===== config.mk =====
export PLATFORM = sky130hd
export DESIGN_NAME = ascii_to_scan_seq
export DESIGN_NICKNAME = d
export VERILOG_FILES = /design/src/rtl/ps2_seq_pkg.sv /design/src/rtl/ascii_to_key.sv /design/src/rtl/ascii_to_scan_seq.sv
export SDC_FILE = /design/constraint.sdc
export NUM_CORES = 1
export LEC_CHECK = 0
export ABC_AREA = 1
export CAP_MARGIN = 0
export CORE_MARGIN = 2
export CORE_UTILIZATION = 55
export CTS_CLUSTER_DIAMETER = 60
export DETAILED_ROUTE_END_ITERATION = 8
export DONT_BUFFER_PORTS = 1
export HOLD_SLACK_MARGIN = 0.06
export PLACE_DENSITY = 0.77
export RECOVER_POWER = 25
export SLEW_MARGIN = 20
export SYNTH_ARGS = -nofsm -noshare
export SYNTH_HDL_FRONTEND = slang
export SYNTH_SLANG_ARGS = --single-unit
export TNS_END_PERCENT = 100

===== constraint.sdc =====
create_clock -name i_clk -period 1.6 [get_ports i_clk]
set_clock_uncertainty 0.1 [all_clocks]
set_input_delay 0.32 -clock i_clk [delete_from_list [all_inputs] [get_ports i_clk]]
set_output_delay 0.32 -clock i_clk [all_outputs]
set_load 0.02 [all_outputs]

===== src/rtl/ps2_seq_pkg.sv =====
// ps2_seq_pkg: shared definitions for the ASCII -> PS/2 Set 2 keystroke path.
//   - state_t       : keystroke sequencer states
//   - SCAN_BREAK_PFX: break prefix byte (F0)
//   - SCAN_LSHIFT   : Left-Shift make/break code (12)
//   - letter_code() : a..z make-code table
//   - emit_byte()   : byte presented on the scan output in a given state
// Optional feature macro: SHIFTED_CHARS_EN (adds Shift-wrapped sequences).
package ps2_seq_pkg;

  localparam logic [7:0] SCAN_BREAK_PFX = 8'hF0;
  localparam logic [7:0] SCAN_LSHIFT    = 8'h12;

  typedef enum logic [2:0] {
    IDLE    = 3'd0,
    MK      = 3'd1,
    BRK_PFX = 3'd2,
    BRK     = 3'd3
`ifdef SHIFTED_CHARS_EN
    ,
    SH_MK   = 3'd4,
    SH_PFX  = 3'd5,
    SH_BRK  = 3'd6
`endif
  } state_t;

  // Make code of a lowercase letter; anything else returns 00.
  function automatic logic [7:0] letter_code(input logic [7:0] ch);
    logic [7:0] c;
    c = 8'h00;
    case (ch)
      8'h61: c = 8'h1C;  8'h62: c = 8'h32;  8'h63: c = 8'h21;  8'h64: c = 8'h23;
      8'h65: c = 8'h24;  8'h66: c = 8'h2B;  8'h67: c = 8'h34;  8'h68: c = 8'h33;
      8'h69: c = 8'h43;  8'h6A: c = 8'h3B;  8'h6B: c = 8'h42;  8'h6C: c = 8'h4B;
      8'h6D: c = 8'h3A;  8'h6E: c = 8'h31;  8'h6F: c = 8'h44;  8'h70: c = 8'h4D;
      8'h71: c = 8'h15;  8'h72: c = 8'h2D;  8'h73: c = 8'h1B;  8'h74: c = 8'h2C;
      8'h75: c = 8'h3C;  8'h76: c = 8'h2A;  8'h77: c = 8'h1D;  8'h78: c = 8'h22;
      8'h79: c = 8'h35;  8'h7A: c = 8'h1A;
      default: c = 8'h00;
    endcase
    return c;
  endfunction

  // Byte driven on the scan output while sitting in state st.
  function automatic logic [7:0] emit_byte(input state_t st, input logic [7:0] code);
    logic [7:0] b;
    b = 8'h00;
    case (st)
      MK, BRK:  b = code;
      BRK_PFX:  b = SCAN_BREAK_PFX;
`ifdef SHIFTED_CHARS_EN
      SH_PFX:   b = SCAN_BREAK_PFX;
      SH_MK,
      SH_BRK:   b = SCAN_LSHIFT;
`endif
      default:  b = 8'h00;
    endcase
    return b;
  endfunction

endpackage


===== src/rtl/ascii_to_key.sv =====
// ascii_to_key: purely combinational ASCII -> PS/2 Set 2 key lookup (US layout).
//   ascii [7:0] in  : character
//   code  [7:0] out : make code of the key
//   shift       out : key needs Left-Shift held
//   hit         out : character has a mapping
// With SHIFTED_CHARS_EN undefined, A-Z return their plain key (shift=0) and
// all shifted symbols return hit=0.
module ascii_to_key
  import ps2_seq_pkg::*;
(
  input  logic [7:0] ascii,
  output logic [7:0] code,
  output logic       shift,
  output logic       hit
);

  always_comb begin
    code  = 8'h00;
    shift = 1'b0;
    hit   = 1'b0;
    if (ascii >= 8'h61 && ascii <= 8'h7A) begin
      code = letter_code(ascii);
      hit  = 1'b1;
    end else if (ascii >= 8'h41 && ascii <= 8'h5A) begin
      code = letter_code(ascii | 8'h20);
      hit  = 1'b1;
`ifdef SHIFTED_CHARS_EN
      shift = 1'b1;
`endif
    end else begin
      hit = 1'b1;
      case (ascii)
        // digits
        8'h30: code = 8'h45;  8'h31: code = 8'h16;  8'h32: code = 8'h1E;
        8'h33: code = 8'h26;  8'h34: code = 8'h25;  8'h35: code = 8'h2E;
        8'h36: code = 8'h36;  8'h37: code = 8'h3D;  8'h38: code = 8'h3E;
        8'h39: code = 8'h46;
        // unshifted punctuation and control keys
        8'h60: code = 8'h0E;  8'h2D: code = 8'h4E;  8'h3D: code = 8'h55;
        8'h5B: code = 8'h54;  8'h5D: code = 8'h5B;  8'h5C: code = 8'h5D;
        8'h3B: code = 8'h4C;  8'h27: code = 8'h52;  8'h2C: code = 8'h41;
        8'h2E: code = 8'h49;  8'h2F: code = 8'h4A;  8'h20: code = 8'h29;
        8'h0D: code = 8'h5A;  8'h08: code = 8'h66;
`ifdef SHIFTED_CHARS_EN
        8'h7E: begin code = 8'h0E; shift = 1'b1; end
        8'h21: begin code = 8'h16; shift = 1'b1; end
        8'h40: begin code = 8'h1E; shift = 1'b1; end
        8'h23: begin code = 8'h26; shift = 1'b1; end
        8'h24: begin code = 8'h25; shift = 1'b1; end
        8'h25: begin code = 8'h2E; shift = 1'b1; end
        8'h5E: begin code = 8'h36; shift = 1'b1; end
        8'h26: begin code = 8'h3D; shift = 1'b1; end
        8'h2A: begin code = 8'h3E; shift = 1'b1; end
        8'h28: begin code = 8'h46; shift = 1'b1; end
        8'h29: begin code = 8'h45; shift = 1'b1; end
        8'h5F: begin code = 8'h4E; shift = 1'b1; end
        8'h2B: begin code = 8'h55; shift = 1'b1; end
        8'h7B: begin code = 8'h54; shift = 1'b1; end
        8'h7D: begin code = 8'h5B; shift = 1'b1; end
        8'h7C: begin code = 8'h5D; shift = 1'b1; end
        8'h3A: begin code = 8'h4C; shift = 1'b1; end
        8'h22: begin code = 8'h52; shift = 1'b1; end
        8'h3C: begin code = 8'h41; shift = 1'b1; end
        8'h3E: begin code = 8'h49; shift = 1'b1; end
        8'h3F: begin code = 8'h4A; shift = 1'b1; end
`endif
        default: hit = 1'b0;
      endcase
    end
  end

endmodule


===== src/rtl/ascii_to_scan_seq.sv =====
// ascii_to_scan_seq: turns accepted ASCII characters into full PS/2 Set 2
// keystrokes (make, F0, break), Shift-wrapped when the key needs Shift.
//   i_clk, i_reset      : clock, async active-high reset
//   i_ascii, i_valid    : character in; o_ready high only while IDLE
//   o_scan, o_scan_valid: registered scan byte out; i_scan_ready takes it
//   o_err               : one-cycle pulse for an accepted unmapped character
// Optional feature macro: SHIFTED_CHARS_EN (Shift make/break wrapping).
module ascii_to_scan_seq
  import ps2_seq_pkg::*;
(
  input  logic       i_clk,
  input  logic       i_reset,
  input  logic [7:0] i_ascii,
  input  logic       i_valid,
  output logic       o_ready,
  output logic [7:0] o_scan,
  output logic       o_scan_valid,
  input  logic       i_scan_ready,
  output logic       o_err
);

  state_t     state_q, state_n;
  logic [7:0] code_q, code_n;
  logic       err_n;
  logic       take;
  logic [7:0] key_code;
  logic       key_shift;
  logic       key_hit;
  logic       key_ok;
`ifdef SHIFTED_CHARS_EN
  logic       shift_q, shift_n;
`endif

  ascii_to_key u_key (
    .ascii (i_ascii),
    .code  (key_code),
    .shift (key_shift),
    .hit   (key_hit)
  );

`ifdef SHIFTED_CHARS_EN
  assign key_ok = key_hit;
`else
  // Lookup never reports shift in this build; masking keeps the port used.
  assign key_ok = key_hit & ~key_shift;
`endif

  assign o_ready = (state_q == IDLE);
  assign take    = o_scan_valid & i_scan_ready;

  always_comb begin
    state_n = state_q;
    code_n  = code_q;
    err_n   = 1'b0;
`ifdef SHIFTED_CHARS_EN
    shift_n = shift_q;
`endif
    case (state_q)
      IDLE: begin
        if (i_valid) begin
          if (key_ok) begin
            code_n = key_code;
`ifdef SHIFTED_CHARS_EN
            shift_n = key_shift;
            state_n = key_shift ? SH_MK : MK;
`else
            state_n = MK;
`endif
          end else begin
            err_n = 1'b1;
          end
        end
      end
      MK:      if (take) state_n = BRK_PFX;
      BRK_PFX: if (take) state_n = BRK;
      BRK: begin
        if (take) begin
`ifdef SHIFTED_CHARS_EN
          state_n = shift_q ? SH_PFX : IDLE;
`else
          state_n = IDLE;
`endif
        end
      end
`ifdef SHIFTED_CHARS_EN
      SH_MK:   if (take) state_n = MK;
      SH_PFX:  if (take) state_n = SH_BRK;
      SH_BRK:  if (take) state_n = IDLE;
`endif
      default: state_n = IDLE;
    endcase
  end

  // Output byte is registered from the next state, so it appears the cycle
  // after an accept/handshake and stays put while the transmitter stalls.
  always_ff @(posedge i_clk or posedge i_reset) begin
    if (i_reset) begin
      state_q      <= IDLE;
      code_q       <= '0;
      o_scan       <= '0;
      o_scan_valid <= 1'b0;
      o_err        <= 1'b0;
`ifdef SHIFTED_CHARS_EN
      shift_q      <= 1'b0;
`endif
    end else begin
      state_q      <= state_n;
      code_q       <= code_n;
      o_scan       <= emit_byte(state_n, code_n);
      o_scan_valid <= (state_n != IDLE);
      o_err        <= err_n;
`ifdef SHIFTED_CHARS_EN
      shift_q      <= shift_n;
`endif
    end
  end

endmodule


==> out/results.txt <==
share of cells above drive strength 1 -> 36.9%
total negative setup slack -> -3.76 ns
largest net degree at the start of global routing -> 28
Hold Vio Cnt, Final -> 0
reg2reg setup slack -> -0.02 ns
Worst R2R End -> o_scan[7]
Power, Total -> 0.00173 W
Critical Path Sink Type -> flip-flop
startpoint types -> input pin
routability cong. -> 0.913
DR WL/cell -> 14.8 um
CTS tree -> yes
cell count after synthesis -> 340
hold depth -> 3
Crit Path Class -> input pin to flip-flop
Yosys reg bits -> 21
core area -> 0.00369 mm2
Starting Density -> 57.3%
die width -> 66.0 um
vias in the first global route -> 2325
Clock H-tree levels -> 1
area of the mapped netlist -> 0.00211 mm2
RSZ-0062 raised after global routing -> yes
M2 GR Usage -> 50.3%
Worst VDD drop -> 643 uV
drt drc -> 0
CTS Buf Count -> 3
Critical Path AT -> 1.95 ns
synth unique cells -> 34
final core utilization -> 77.6%
CP Max Fanout -> 7
nets -> 418
die area -> 0.00436 mm2
# Max-Cap Violations -> 0
GRT Residual Overflow -> 0
met3 Use GR -> 4.09%
clock latency on the worst-skew pair -> 0.25 ns
WHS Endpoint -> o_err
first-pass GRT wire length -> 10.2 mm
synth warn -> 0
n_diodes -> 0
commonest cells after routing, fill and taps aside -> nand2_1, buf_4, inv_1, nor2_1, nand2_2
Relative slew margins -> 60.3%
Syn Nets -> 359
Reg clk slew, reported paths -> 0.07 ns
Worst Slack Setup Final -> -0.249 ns
Reg2Reg Depth -> 8
syn_area_per_cell -> 6.22 um2
outcome -> complete, but fails checks
via/cell ratio -> 5.49
final setup fails -> 19
Clock Sinks -> 21
LEAKAGE -> 1.53 nW
Clock Root Buffer -> clkbuf_8
gr busiest metal -> met2
reg2reg start -> state_q[1]
Period minus WS final -> 1.85 ns
fin crit share -> 116%
register area share after synthesis -> 24.9%
router iterations before antenna repair -> 5
vias post-DR -> 2450
fmax -> 541 MHz
pwr dens -> 605 mW/mm2
most common cell after layout, fill and taps aside -> nand2_1
Die Span Y -> 66.0 um
failing checks -> negative setup slack
initial antenna violation count -> 0
measured slew at the worst slew-check pin -> 0.590 ns
DP HPWL -> 4.58 mm
fin. max-slew vios -> 0
I/O pin count -> 23
met1 Usage GRT -> 43.2%
final WL -> 6.60 mm
Layout area overhead -> 35.3%
CP startpoint -> i_ascii[1]
Hold Startpoint -> i_valid
global-route usage over all layers -> 30.3%
DR iter-0 viols -> 183
Rows -> 22
CTS Buffer Depth -> 2
final antenna-violating net count -> 0
Worst Path Required -> 1.70 ns
worst min path class -> input pin to flip-flop
IO buf count -> 0
state kept, by name, indices dropped and copies added (netlist names):
name,flops
code_q,8
o_scan,8
state_q,3
o_err,1
o_scan_valid,1
metal layers:
layer	vias up	part of all wire, %
met2	122	47
li1	1185	-
met4	0	2.1
met1	1126	43
met3	17	7.2
met5	-	0
power breakdown:
| part | internal, W | total [W] | switching [W] |
|---|---|---|---|
| clock | 0.000177 | 0.000336 | 0.000159 |
| sequential | 0.000630 | 0.000698 | 0.0000688 |
| combinational | 0.000287 | 0.000698 | 0.000411 |
cell type report:
| type | instances | area, um2 |
|---|---|---|
| well taps | 48 | 60.1 |
| clock buffers | 4 | 45.0 |
| multi-input cells | 262 | 1530 |
| repair buffers | 62 | 488 |
| fillers | 266 | 827 |
| inverters | 49 | 213 |
| flip-flops and latches | 21 | 526 |
per-stage QoR:
step / cells / area, um2 / setup WS [ns] / hold slack [ns]
after floorplan: 340 / 2170 / -0.230 / 0.197
after global placement: 431 / 2540 / -0.392 / 0.145
after detailed placement: 431 / 2540 / -0.419 / 0.154
after CTS: 444 / 2740 / -0.137 / 0.243
after global routing: 446 / 2860 / -0.332 / 0.241
final: 446 / 2860 / -0.249 / 0.242
synth_stat cells:
master    count  share of area [%]
inv_4         1               0.30
inv_1        42                7.5
inv_2         5               0.89
o211a_1       1               0.47
dfrtp_1      21                 25
a31o_2        1               0.41
and2_1        2               0.59
nand3b_1      1               0.36
nand4_1      10                3.0
buf_6         5                2.7
nor3_1        4               0.95
nand2_2       5                1.5
o31ai_1       2               0.71
nor2_1       41                7.3
a21boi_0      1               0.36
nand2_1     108                 19
nand2_8       2                1.9
a21oi_1      17                4.0
ha_1          7                4.1
nand2_4       4                2.1
nor2_4        2                1.1
buf_2         2               0.47
inv_6         1               0.41
o211ai_1      3                1.1
nor2_2        6                1.8
clkbuf_1      2               0.36
conb_1        1               0.18
o21ai_0      12                2.8
o21ai_2       2               0.83
or2_2         1               0.30
nand3_2       1               0.47
nand3_1      25                5.9
nor2_8        1               0.95
a31oi_1       1               0.30
repair_timing:
item	CTS	global route
gates cloned	1	0
resized for setup	21	35
hold endpoints to repair	21	0
pin swaps	3	26
buffers inserted	7	3
setup endpoints to repair	16	19
hold buffers	1	0
worst max-delay path: stages:
cell and delay, ns:
clkinvlp_4 0.15, ha_4 0.25, inv_2 0.07, nand4_1 0.15, nand3b_1 0.24, nand2_4 0.09
nor2_4 0.13, nand2_4 0.11, nand2_8 0.12, nand2_8 0.09, clkinv_8 0.07, nand2_4 0.06
nand2_2 0.09
worst max-delay path by stage:
stage / slack, ns / cells past startpoint / to
4_1_cts: -0.14 / 14 / o_scan[0]
3_5_place_dp: -0.42 / 15 / o_scan[0]
5_1_grt: -0.33 / 15 / o_scan[1]
6_report: -0.25 / 13 / o_scan[4]
3_3_place_gp: -0.39 / 15 / o_scan[0]
2_1_floorplan: -0.23 / 12 / o_scan[4]
cell families after synthesis:
kind of cell             share of synthesized area [%]
flip-flops                                        24.9
AND/OR/NAND/NOR                                   47.3
AO/OA/AOI/OAI                                     11.0
other                                            0.177
adder cells (fa/ha/maj)                           4.14
buffers and inverters                             12.5
Power figures use the tool's default switching activity.
